==> config.mk <==
export PLATFORM = sky130hd
export DESIGN_NAME = rxuart_ovs
export DESIGN_NICKNAME = d
export VERILOG_FILES = /design/src/rtl/rxuart_ovs.sv
export SDC_FILE = /design/constraint.sdc
export NUM_CORES = 1
export LEC_CHECK = 0
export ABC_AREA = 0
export BUFFER_PORTS_ARGS = -buffer_cell sky130_fd_sc_hd__buf_4
export CORE_AREA = 3 3 64 66
export DETAILED_ROUTE_END_ITERATION = 12
export DIE_AREA = 0 0 67 69
export PLACE_DENSITY = 0.75
export SYNTH_ARGS = -nofsm -noshare
export SYNTH_HDL_FRONTEND = slang
export SYNTH_SLANG_ARGS = --single-unit
==> constraint.sdc <==
create_clock -name i_clk -period 2.7 [get_ports i_clk]
set_clock_uncertainty 0.05 [all_clocks]
set_input_delay 0.54 -clock i_clk [delete_from_list [all_inputs] [get_ports i_clk]]
set_output_delay 0.54 -clock i_clk [all_outputs]
set_load 0.05 [all_outputs]
==> src/rtl/rxuart_ovs.sv <==
// rxuart_ovs - oversampling UART receiver for the serial command path.
//
// Each bit is decided by a 3-sample majority vote around mid-bit. Start
// glitches are rejected silently, and a line held low is reported once as a
// break. All per-frame status is delivered as one-cycle pulses in the single
// DONE cycle.
//
// Optional feature macro: RXUART_PARITY_EN
//   defined   - one parity bit follows the data bits, PARITY_ODD selects the
//               sense and o_parity_err is live.
//   undefined - frame is start + DATA_BITS + STOP_BITS, o_parity_err is 0.
module rxuart_ovs #(
    parameter int CLOCK_DIVIDE = 78,
    parameter int OVERSAMPLE   = 16,
    parameter int DATA_BITS    = 8,
    parameter int STOP_BITS    = 1,
    parameter int PARITY_ODD   = 0
) (
    input  logic                 i_clk,
    input  logic                 i_rst,
    input  logic                 i_rx,
    output logic [DATA_BITS-1:0] o_rx_data,
    output logic                 o_rx_valid,
    output logic                 o_frame_err,
    output logic                 o_parity_err,
    output logic                 o_break_det,
    output logic                 o_is_receiving
);

    // ------------------------------------------------------------------
    // Elaboration-time parameter legality checks
    // ------------------------------------------------------------------
    generate
        if (CLOCK_DIVIDE < 1) begin : g_bad_clock_divide
            $error("rxuart_ovs: CLOCK_DIVIDE must be >= 1");
        end
        if ((OVERSAMPLE < 8) || ((OVERSAMPLE % 2) != 0)) begin : g_bad_oversample
            $error("rxuart_ovs: OVERSAMPLE must be even and >= 8");
        end
        if ((DATA_BITS < 5) || (DATA_BITS > 9)) begin : g_bad_data_bits
            $error("rxuart_ovs: DATA_BITS must be 5..9");
        end
        if ((STOP_BITS < 1) || (STOP_BITS > 2)) begin : g_bad_stop_bits
            $error("rxuart_ovs: STOP_BITS must be 1 or 2");
        end
        if ((PARITY_ODD != 0) && (PARITY_ODD != 1)) begin : g_bad_parity_odd
            $error("rxuart_ovs: PARITY_ODD must be 0 or 1");
        end
    endgenerate

    // ------------------------------------------------------------------
    // Local constants
    // ------------------------------------------------------------------
    localparam int DIV_W = (CLOCK_DIVIDE > 1) ? $clog2(CLOCK_DIVIDE) : 1;
    localparam int SMP_W = $clog2(OVERSAMPLE);
    localparam int CNT_W = 4;

    localparam logic [DIV_W-1:0] DIV_TOP   = DIV_W'(CLOCK_DIVIDE - 1);
    localparam logic [SMP_W-1:0] SMP_LAST  = SMP_W'(OVERSAMPLE - 1);
    localparam logic [SMP_W-1:0] SMP_LO    = SMP_W'(OVERSAMPLE / 2 - 1);
    localparam logic [SMP_W-1:0] SMP_MID   = SMP_W'(OVERSAMPLE / 2);
    localparam logic [SMP_W-1:0] SMP_HI    = SMP_W'(OVERSAMPLE / 2 + 1);
    localparam logic [CNT_W-1:0] LAST_DATA = CNT_W'(DATA_BITS - 1);
    localparam logic [CNT_W-1:0] LAST_STOP = CNT_W'(STOP_BITS - 1);

    typedef enum logic [2:0] {
        S_IDLE    = 3'd0,
        S_START   = 3'd1,
        S_DATA    = 3'd2,
`ifdef RXUART_PARITY_EN
        S_PARITY  = 3'd3,
`endif
        S_STOP    = 3'd4,
        S_DONE    = 3'd5,
        S_BRKWAIT = 3'd6
    } state_t;

    // ------------------------------------------------------------------
    // Helper functions
    // ------------------------------------------------------------------
    function automatic logic majority3(input logic a, input logic b, input logic c);
        return (a & b) | (a & c) | (b & c);
    endfunction

`ifdef RXUART_PARITY_EN
    localparam logic PAR_SENSE = (PARITY_ODD != 0) ? 1'b1 : 1'b0;

    // XOR of all data bits and the received parity bit
    function automatic logic frame_parity(input logic [DATA_BITS-1:0] d, input logic p);
        return (^d) ^ p;
    endfunction
`endif

    // ------------------------------------------------------------------
    // Registers and wires
    // ------------------------------------------------------------------
    logic                 r_sync1;
    logic                 r_sync2;
    logic [DIV_W-1:0]     r_div;
    logic [SMP_W-1:0]     r_samp;
    logic                 r_v0;
    logic                 r_v1;
    state_t               r_state;
    logic [CNT_W-1:0]     r_bitcnt;
    logic [DATA_BITS-1:0] r_shift;
    logic                 r_ferr;
`ifdef RXUART_PARITY_EN
    logic                 r_par;
`endif

    logic [DATA_BITS-1:0] r_rx_data;
    logic                 r_rx_valid;
    logic                 r_frame_err;
    logic                 r_parity_err;
    logic                 r_break_det;
    logic                 r_is_receiving;

    state_t               w_next_state;
    logic                 w_start_det;
    logic                 w_tick;
    logic                 w_decide;
    logic                 w_vote;
    logic                 w_stop_low;
    logic                 w_break_now;
    logic                 w_enter_done;
    logic                 w_perr;
    logic                 w_last_data;
    logic                 w_last_stop;

    // ------------------------------------------------------------------
    // Combinational helpers
    // ------------------------------------------------------------------
    assign w_start_det  = (r_state == S_IDLE) && !r_sync2;
    assign w_tick       = (r_div == DIV_W'(0));
    assign w_decide     = w_tick && (r_samp == SMP_HI);
    // r_sync2 is the third sample: the decision is taken at the last vote index
    assign w_vote       = majority3(r_v0, r_v1, r_sync2);
    assign w_last_data  = (r_bitcnt == LAST_DATA);
    assign w_last_stop  = (r_bitcnt == LAST_STOP);
    assign w_stop_low   = (r_state == S_STOP) && w_decide && !w_vote;
    assign w_enter_done = (r_state == S_STOP) && (w_next_state == S_DONE);

`ifdef RXUART_PARITY_EN
    assign w_break_now = w_stop_low && (r_bitcnt == CNT_W'(0)) &&
                         (r_shift == DATA_BITS'(0)) && !r_par;
    assign w_perr      = frame_parity(r_shift, r_par) ^ PAR_SENSE;
`else
    assign w_break_now = w_stop_low && (r_bitcnt == CNT_W'(0)) &&
                         (r_shift == DATA_BITS'(0));
    assign w_perr      = 1'b0;
`endif

    // Two-flop synchroniser on the asynchronous line, idling high
    always_ff @(posedge i_clk) begin
        if (i_rst) begin
            r_sync1 <= 1'b1;
            r_sync2 <= 1'b1;
        end else begin
            r_sync1 <= i_rx;
            r_sync2 <= r_sync1;
        end
    end

    // Tick divider and per-bit sample index, realigned on every start edge
    always_ff @(posedge i_clk) begin
        if (i_rst) begin
            r_div  <= DIV_W'(0);
            r_samp <= SMP_W'(0);
        end else if (w_start_det) begin
            r_div  <= DIV_TOP;
            r_samp <= SMP_W'(0);
        end else if (w_tick) begin
            r_div  <= DIV_TOP;
            r_samp <= (r_samp == SMP_LAST) ? SMP_W'(0) : (r_samp + SMP_W'(1));
        end else begin
            r_div  <= r_div - DIV_W'(1);
        end
    end

    // Capture the two samples that precede the mid-bit decision
    always_ff @(posedge i_clk) begin
        if (i_rst) begin
            r_v0 <= 1'b1;
            r_v1 <= 1'b1;
        end else begin
            if (w_tick && (r_samp == SMP_LO)) begin
                r_v0 <= r_sync2;
            end
            if (w_tick && (r_samp == SMP_MID)) begin
                r_v1 <= r_sync2;
            end
        end
    end

    // Frame state register
    always_ff @(posedge i_clk) begin
        if (i_rst) begin
            r_state <= S_IDLE;
        end else begin
            r_state <= w_next_state;
        end
    end

    // Next-state decode; transitions only on bit decisions except IDLE/DONE/BRKWAIT
    always_comb begin
        w_next_state = r_state;
        case (r_state)
            S_IDLE: begin
                if (!r_sync2) begin
                    w_next_state = S_START;
                end else begin
                    w_next_state = S_IDLE;
                end
            end
            S_START: begin
                if (w_decide) begin
                    // a start bit that votes high was a glitch
                    w_next_state = w_vote ? S_IDLE : S_DATA;
                end else begin
                    w_next_state = S_START;
                end
            end
            S_DATA: begin
                if (w_decide && w_last_data) begin
`ifdef RXUART_PARITY_EN
                    w_next_state = S_PARITY;
`else
                    w_next_state = S_STOP;
`endif
                end else begin
                    w_next_state = S_DATA;
                end
            end
`ifdef RXUART_PARITY_EN
            S_PARITY: begin
                if (w_decide) begin
                    w_next_state = S_STOP;
                end else begin
                    w_next_state = S_PARITY;
                end
            end
`endif
            S_STOP: begin
                if (w_decide && (w_break_now || w_last_stop)) begin
                    w_next_state = S_DONE;
                end else begin
                    w_next_state = S_STOP;
                end
            end
            S_DONE: begin
                // the break flag registered on DONE entry selects the exit
                if (r_break_det) begin
                    w_next_state = S_BRKWAIT;
                end else begin
                    w_next_state = S_IDLE;
                end
            end
            S_BRKWAIT: begin
                if (r_sync2) begin
                    w_next_state = S_IDLE;
                end else begin
                    w_next_state = S_BRKWAIT;
                end
            end
            default: begin
                w_next_state = S_IDLE;
            end
        endcase
    end

    // Frame datapath: bit counter, data shift register, parity bit, stop errors
    always_ff @(posedge i_clk) begin
        if (i_rst) begin
            r_bitcnt <= CNT_W'(0);
            r_shift  <= DATA_BITS'(0);
            r_ferr   <= 1'b0;
`ifdef RXUART_PARITY_EN
            r_par    <= 1'b0;
`endif
        end else begin
            case (r_state)
                S_START: begin
                    if (w_decide && !w_vote) begin
                        r_bitcnt <= CNT_W'(0);
                        r_ferr   <= 1'b0;
                    end
                end
                S_DATA: begin
                    if (w_decide) begin
                        // LSB arrives first, so shifting in at the MSB leaves it at bit 0
                        r_shift  <= {w_vote, r_shift[DATA_BITS-1:1]};
                        r_bitcnt <= w_last_data ? CNT_W'(0) : (r_bitcnt + CNT_W'(1));
                    end
                end
`ifdef RXUART_PARITY_EN
                S_PARITY: begin
                    if (w_decide) begin
                        r_par <= w_vote;
                    end
                end
`endif
                S_STOP: begin
                    if (w_decide) begin
                        if (!w_vote) begin
                            r_ferr <= 1'b1;
                        end
                        r_bitcnt <= r_bitcnt + CNT_W'(1);
                    end
                end
                default: begin
                end
            endcase
        end
    end

    // Registered outputs: strobes are set only on the edge that enters DONE
    always_ff @(posedge i_clk) begin
        if (i_rst) begin
            r_rx_data      <= DATA_BITS'(0);
            r_rx_valid     <= 1'b0;
            r_frame_err    <= 1'b0;
            r_parity_err   <= 1'b0;
            r_break_det    <= 1'b0;
            r_is_receiving <= 1'b0;
        end else begin
            r_rx_valid     <= 1'b0;
            r_frame_err    <= 1'b0;
            r_parity_err   <= 1'b0;
            r_break_det    <= 1'b0;
            r_is_receiving <= (w_next_state != S_IDLE);
            if (w_enter_done) begin
                r_frame_err <= r_ferr | w_stop_low;
                if (w_break_now) begin
                    // a break keeps the previous word on o_rx_data
                    r_break_det <= 1'b1;
                end else begin
                    r_rx_data    <= r_shift;
                    r_rx_valid   <= 1'b1;
                    r_parity_err <= w_perr;
                end
            end
        end
    end

    assign o_rx_data      = r_rx_data;
    assign o_rx_valid     = r_rx_valid;
    assign o_frame_err    = r_frame_err;
    assign o_parity_err   = r_parity_err;
    assign o_break_det    = r_break_det;
    assign o_is_receiving = r_is_receiving;

endmodule

# After elaboration in Yosys (flattened, before gate mapping)

Cells that the tools add are included.

Mux-type cells: 22
Bitwise operators: 8
$add $sub $neg: 3
Reduce and logical (&&, ||, !) cells: 29
Equal/unequal tests: 15

Operators by type and width:

| operator              | number |
|---|---|
| $mux W4               | 5 |
| $pmux W3 S6           | 1 |
| $mux W7               | 2 |
| $eq A3 B3 Y1 const B  | 4 |
| $eq A4 B4 Y1 const B  | 3 |
| $logic_and A1 B1 Y1   | 12 |
| $pmux W4 S3           | 1 |
| $mux W3               | 3 |
| $add A4 B1 Y4 const B | 2 |
| $eq A4 B3 Y1 const B  | 2 |
| $logic_not A8 Y1      | 1 |
| $ne A2 B2 Y1 const B  | 4 |
| $reduce_and A4 Y1     | 2 |
| $logic_not A7 Y1      | 1 |
| $mux W1               | 7 |
| $sub A7 B1 Y7 const B | 1 |
| $reduce_bool A3 Y1    | 2 |
| $logic_not A4 Y1      | 1 |
| $mux W2               | 2 |
| $reduce_and A2 Y1     | 2 |
| $reduce_or A2 Y1      | 2 |
| $and A1 B1 Y1         | 3 |
| $eq A3 B1 Y1 const B  | 1 |
| $eq A3 B2 Y1 const B  | 1 |
| other kinds (8)       | 12 |

Logic and storage cells: 93
Bits in registers: 43
Output and inout bits: 13

# Longest topological paths before layout

Depth after elaboration: 15
Mapped depth: 8

# Worst setup path before layout

OpenSTA, ideal clock, no wires.

Path type: register to register
From: register r_state[1]
To: register r_rx_data[0], in the netlist o_rx_data[0]
Required time: 2,518 ps
Path buffers: 2
Cell stages (with the launch flop): 7
Setup slack: 748 ps
Setup time: 132 ps
Arrival time: 1,770 ps
Path through: dfxtp_1 > buf_6 > or3b_4 > or4b_4 > buf_6 > o31ai_1 > a21oi_1

Cells in the longest elaborated chain, start to end: 12

RTL lines:

| element                          | line          | RTL |
|---|---|---|
| start: declaration               | 103           | `state_t r_state;` |
| start signal: assignment         | 200           | `r_state <= w_next_state;` |
| $eq A3 B3 Y1                     | 140, 141, 207 |  |
| $logic_and A1 B1 Y1 (2 in a row) | 140           | `assign w_stop_low = (r_state == S_STOP) && w_decide && !w_vote;` |
| $logic_and A1 B1 Y1 (2 in a row) | 148           | `assign w_break_now = w_stop_low && (r_bitcnt == CNT_W'(0)) &&` |
| $logic_or A1 B1 Y1               | 244           | `if (w_decide && (w_break_now \|\| w_last_stop)) begin` |
| $logic_and A1 B1 Y1              | 244           |  |
| $mux W1                          | 244           |  |
| $pmux W3 S6                      | 207           | `case (r_state)` |
| $eq A3 B3 Y1                     | 141           | `assign w_enter_done = (r_state == S_STOP) && (w_next_state == S_DONE);` |
| $logic_and A1 B1 Y1              | 141           |  |
| $reduce_and A2 Y1 (no line) *    | --            |  |
| end signal: assignment           | 337           | `r_rx_data <= r_shift;` |
| end: declaration                 | 111           | `logic [DATA_BITS-1:0] r_rx_data;` |

Mark *: on every way between the ends. The rest lies on a longest branch, timed or not.
A chain may end at the register's enable or synchronous reset.

# Final worst setup path

From: register r_state[2]
To: register r_rx_data[5], in the netlist o_rx_data[5]

The elaborated chain is that of the path after synthesis.

==> flow_metrics.tcl <==
set metrics [dict create \
    grt_overflow 0 \
    place_inst 282 \
    num_antenna_cells 0 \
    hpwl_um 2870 \
    gp_congestion 0.805 \
    postRouteWirelength_um 3980 \
    r2r_start "r_state[2]$_SDFF_PP0_" \
    peakVddDrop_v 0.000429 \
    grt_max_degree 35 \
    synth_top_area_cell "dfxtp_1" \
    synth-edff-count 0 \
    holdCritStartpoint "r_sync1$_SDFF_PP1_" \
    cp_slowest_stage_delay_ns 0.59 \
    boundaryPins 16 \
    yosysMostFrequentCell "dfxtp_1" \
    cts_made_buffers 5 \
    maxCapViolCount 0 \
    worstPathMaxFanout 9 \
    avgViaCountPerCell 5.87 \
    portBuffers 14 \
    tightest_slew_ns 0.582 \
    grt_util_met2_pct 27.8 \
    met3_usage_pct 3.91 \
    cts_sinks 43 \
    slowest_stage "or4b_4" \
    ys_types 53 \
    worstPathArrival_ns 2.18 \
    rows 22 \
    clock_latency_ns 0.29 \
    syn_area_um2 2030 \
    root_buffer "clkbuf_8" \
    cts_resized 0 \
    synthFlopType "dfxtp_1" \
    ys_seq_area_share_pct 42.3 \
    synthCells 232 \
    cts_setup_buffers 0 \
    r2r_end "o_rx_data[5]$_SDFFE_PP0P_" \
    synthArstFlopShare_pct 0 \
    cts.hold.buffers_added 0 \
    final_antenna_net_count 0 \
    ys_top_cells_by_count "43 x dfxtp_1, 21 x a21oi_1, 21 x nand2_1" \
    final.min_clock_period_ns 2.06 \
    r2r_cells 4 \
    antenna_found_initial 0 \
    track_usage_pct 19.1 \
    endpoint_kind "flop" \
    vias 1695 \
    max_slew_margin_pct 61.0 \
    synth_nets 241 \
    crit_buf_inv 0 \
    instances_no_fill 289 \
    layout.nets 250 \
    worstPathRequired_ns 2.82 \
    drtIter0Drc 83 \
    fillers 336 \
    core_um2 3630 \
    clkTransAtPathRegs_ns 0.07 \
    hold-path-cell-count 1 \
    setup_violations 0 \
    drive_gt1_share_pct 15.8 \
    synth.avg_cell_area_um2 8.77 \
    ys_warn_count 0 \
    area_growth_pct 9.47 \
    die_h_um 69 \
    power.leakage_uw 0.000821 \
    crit_chain "or3b_4 > or4b_4 > o31ai_1 > a21oi_1" \
    tritoncts "yes" \
    clk_path_buf_depth 2 \
    min_to "r_sync2$_SDFF_PP1_" \
    holdCritPathClass "flop to flop" \
    r2r_setup_slack_ns 0.64 \
    met1_usage_pct 27.5 \
    tns_ns 0 \
    drtPass1Iterations 4 \
    htreeDepth 2 \
    fp.dieW_um 67 \
    status "finished clean" \
    critical_path_class "flop to flop" \
    rsz0062_at_grt "false" \
    yosysTopAreaCellShare_pct 42.3 \
    powerDensity_nw_per_um2 662 \
    hold_viol 0 \
    cp-start-kind "flop" \
    synth-seq-cells 43 \
    busiest_layer "met2" \
    die-area_um2 4620 \
    wl_per_cell_um 13.8 \
    drc_errors 0 \
    finalCritPeriodShare_pct 76.3 \
    grt_first_pass_wirelength_um 7030 \
    start_util_pct 56.0 \
    synth.area.top_cells "dfxtp_1 42%, a21oi_1 5.2%, nand2_1 3.9%, ha_1 3.7%, o31ai_1 3.3%" \
    maxSlewViolCount 0 \
    grt_pass1_vias 1499 \
    clock.fmax_ghz 0.486 \
    critPathTopFamily "simple AND/OR/NAND/NOR gates" \
]
-- worst max-delay path by stage --
stage / startpoint / to / slack [ns] / depth (start not counted)
6_report: r_state[2]$_SDFF_PP0_ / o_rx_data[5]$_SDFFE_PP0P_ / 0.64 / 4
5_1_grt: r_state[2]$_SDFF_PP0_ / o_rx_data[0]$_SDFFE_PP0P_ / 0.50 / 4
4_1_cts: r_state[2]$_SDFF_PP0_ / o_rx_data[5]$_SDFFE_PP0P_ / 0.63 / 4
3_5_place_dp: r_state[2]$_SDFF_PP0_ / o_rx_data[5]$_SDFFE_PP0P_ / 0.63 / 4
3_3_place_gp: r_state[2]$_SDFF_PP0_ / o_rx_data[6]$_SDFFE_PP0P_ / 0.71 / 4
2_1_floorplan: r_state[1]$_SDFF_PP0_ / o_rx_data[0]$_SDFFE_PP0P_ / 0.75 / 6
-- final cells by class --
type / count / area (um2) / share of cell area, %
repair buffers: 18 / 135 / 6.07
well taps: 48 / 60.1 / 2.70
clock inverters: 1 / 5.00 / 0.225
clock buffers: 6 / 82.6 / 3.71
inverters: 8 / 30.0 / 1.35
multi-input cells: 165 / 1050 / 47.3
flip-flops and latches: 43 / 861 / 38.7
-- worst reg2reg max path, stage by stage, from the launching register on --
cell and delay, ns:
dfxtp_1 0.47, or3b_4 0.45, or4b_4 0.59, o31ai_1 0.27, a21oi_1 0.10
-- placed cells by master, fill, tap and decap left out, types with 2 or more instances in the layout --
cell and instances:
xor2_1 2, or2_2 2, nor3_1 6, a211oi_1 2
xnor2_1 4, nor2b_1 2, nand2_1 21, buf_4 18
and3_1 2, a31oi_1 7, nor2_1 14, nand3b_1 3
clkbuf_8 6, a21oi_1 21, nand3_1 13, inv_1 7
a311o_1 2, nor3_2 2, ha_1 6, o21ai_0 3
nor4_1 3, nand2b_1 3, nor3b_1 2, dfxtp_1 43
or4_1 2, o31ai_1 9, o22ai_1 3, nand4_1 10
-- stage by stage --
step	util, %	setup WS, ns	hold WS (ns)	cell area [um2]	power (uW)
3_5_place_dp	58.9	0.632	0.343	2140	1090
5_1_grt	61.3	0.499	0.371	2230	1570
6_report	61.3	0.641	0.360	2230	1470
2_1_floorplan	-	0.748	0.339	2030	986
3_3_place_gp	58.9	0.714	0.344	2140	1080
4_1_cts	61.3	0.633	0.361	2230	1490
-- cell families after synthesis --
logic type	after synthesis	synth area share [%]
other cells	1	0.184
compound gates	55	17.3
mux	1	0.553
xor+xnor	6	2.58
flops	43	42.3
buf+inv	24	5.90
fa+ha+maj	7	4.18
simple gates	95	27.0
-- registers in the layout, indices dropped and copies added, names as in the netlist --
| signal | count |
|---|---|
| o_break_det | 1 |
| o_frame_err | 1 |
| o_is_receiving | 1 |
| o_rx_data | 8 |
| o_rx_valid | 1 |
| r_bitcnt | 4 |
| r_div | 7 |
| r_ferr | 1 |
| r_samp | 4 |
| r_shift | 8 |
| r_state | 3 |
| r_sync1 | 1 |
| r_sync2 | 1 |
| r_v0 | 1 |
| r_v1 | 1 |
-- layer usage --
metal / vias to the layer above / wire (um)
met5: - / 0
met4: 0 / 49
met3: 6 / 156
met2: 30 / 1800
met1: 796 / 1970
li1: 863 / -
-- power breakdown --
part	internal [uW]	switching, uW
combinational	138	182
clock	201	201
sequential	690	62.0
Note: power is estimated with default switching activity, not from simulation.
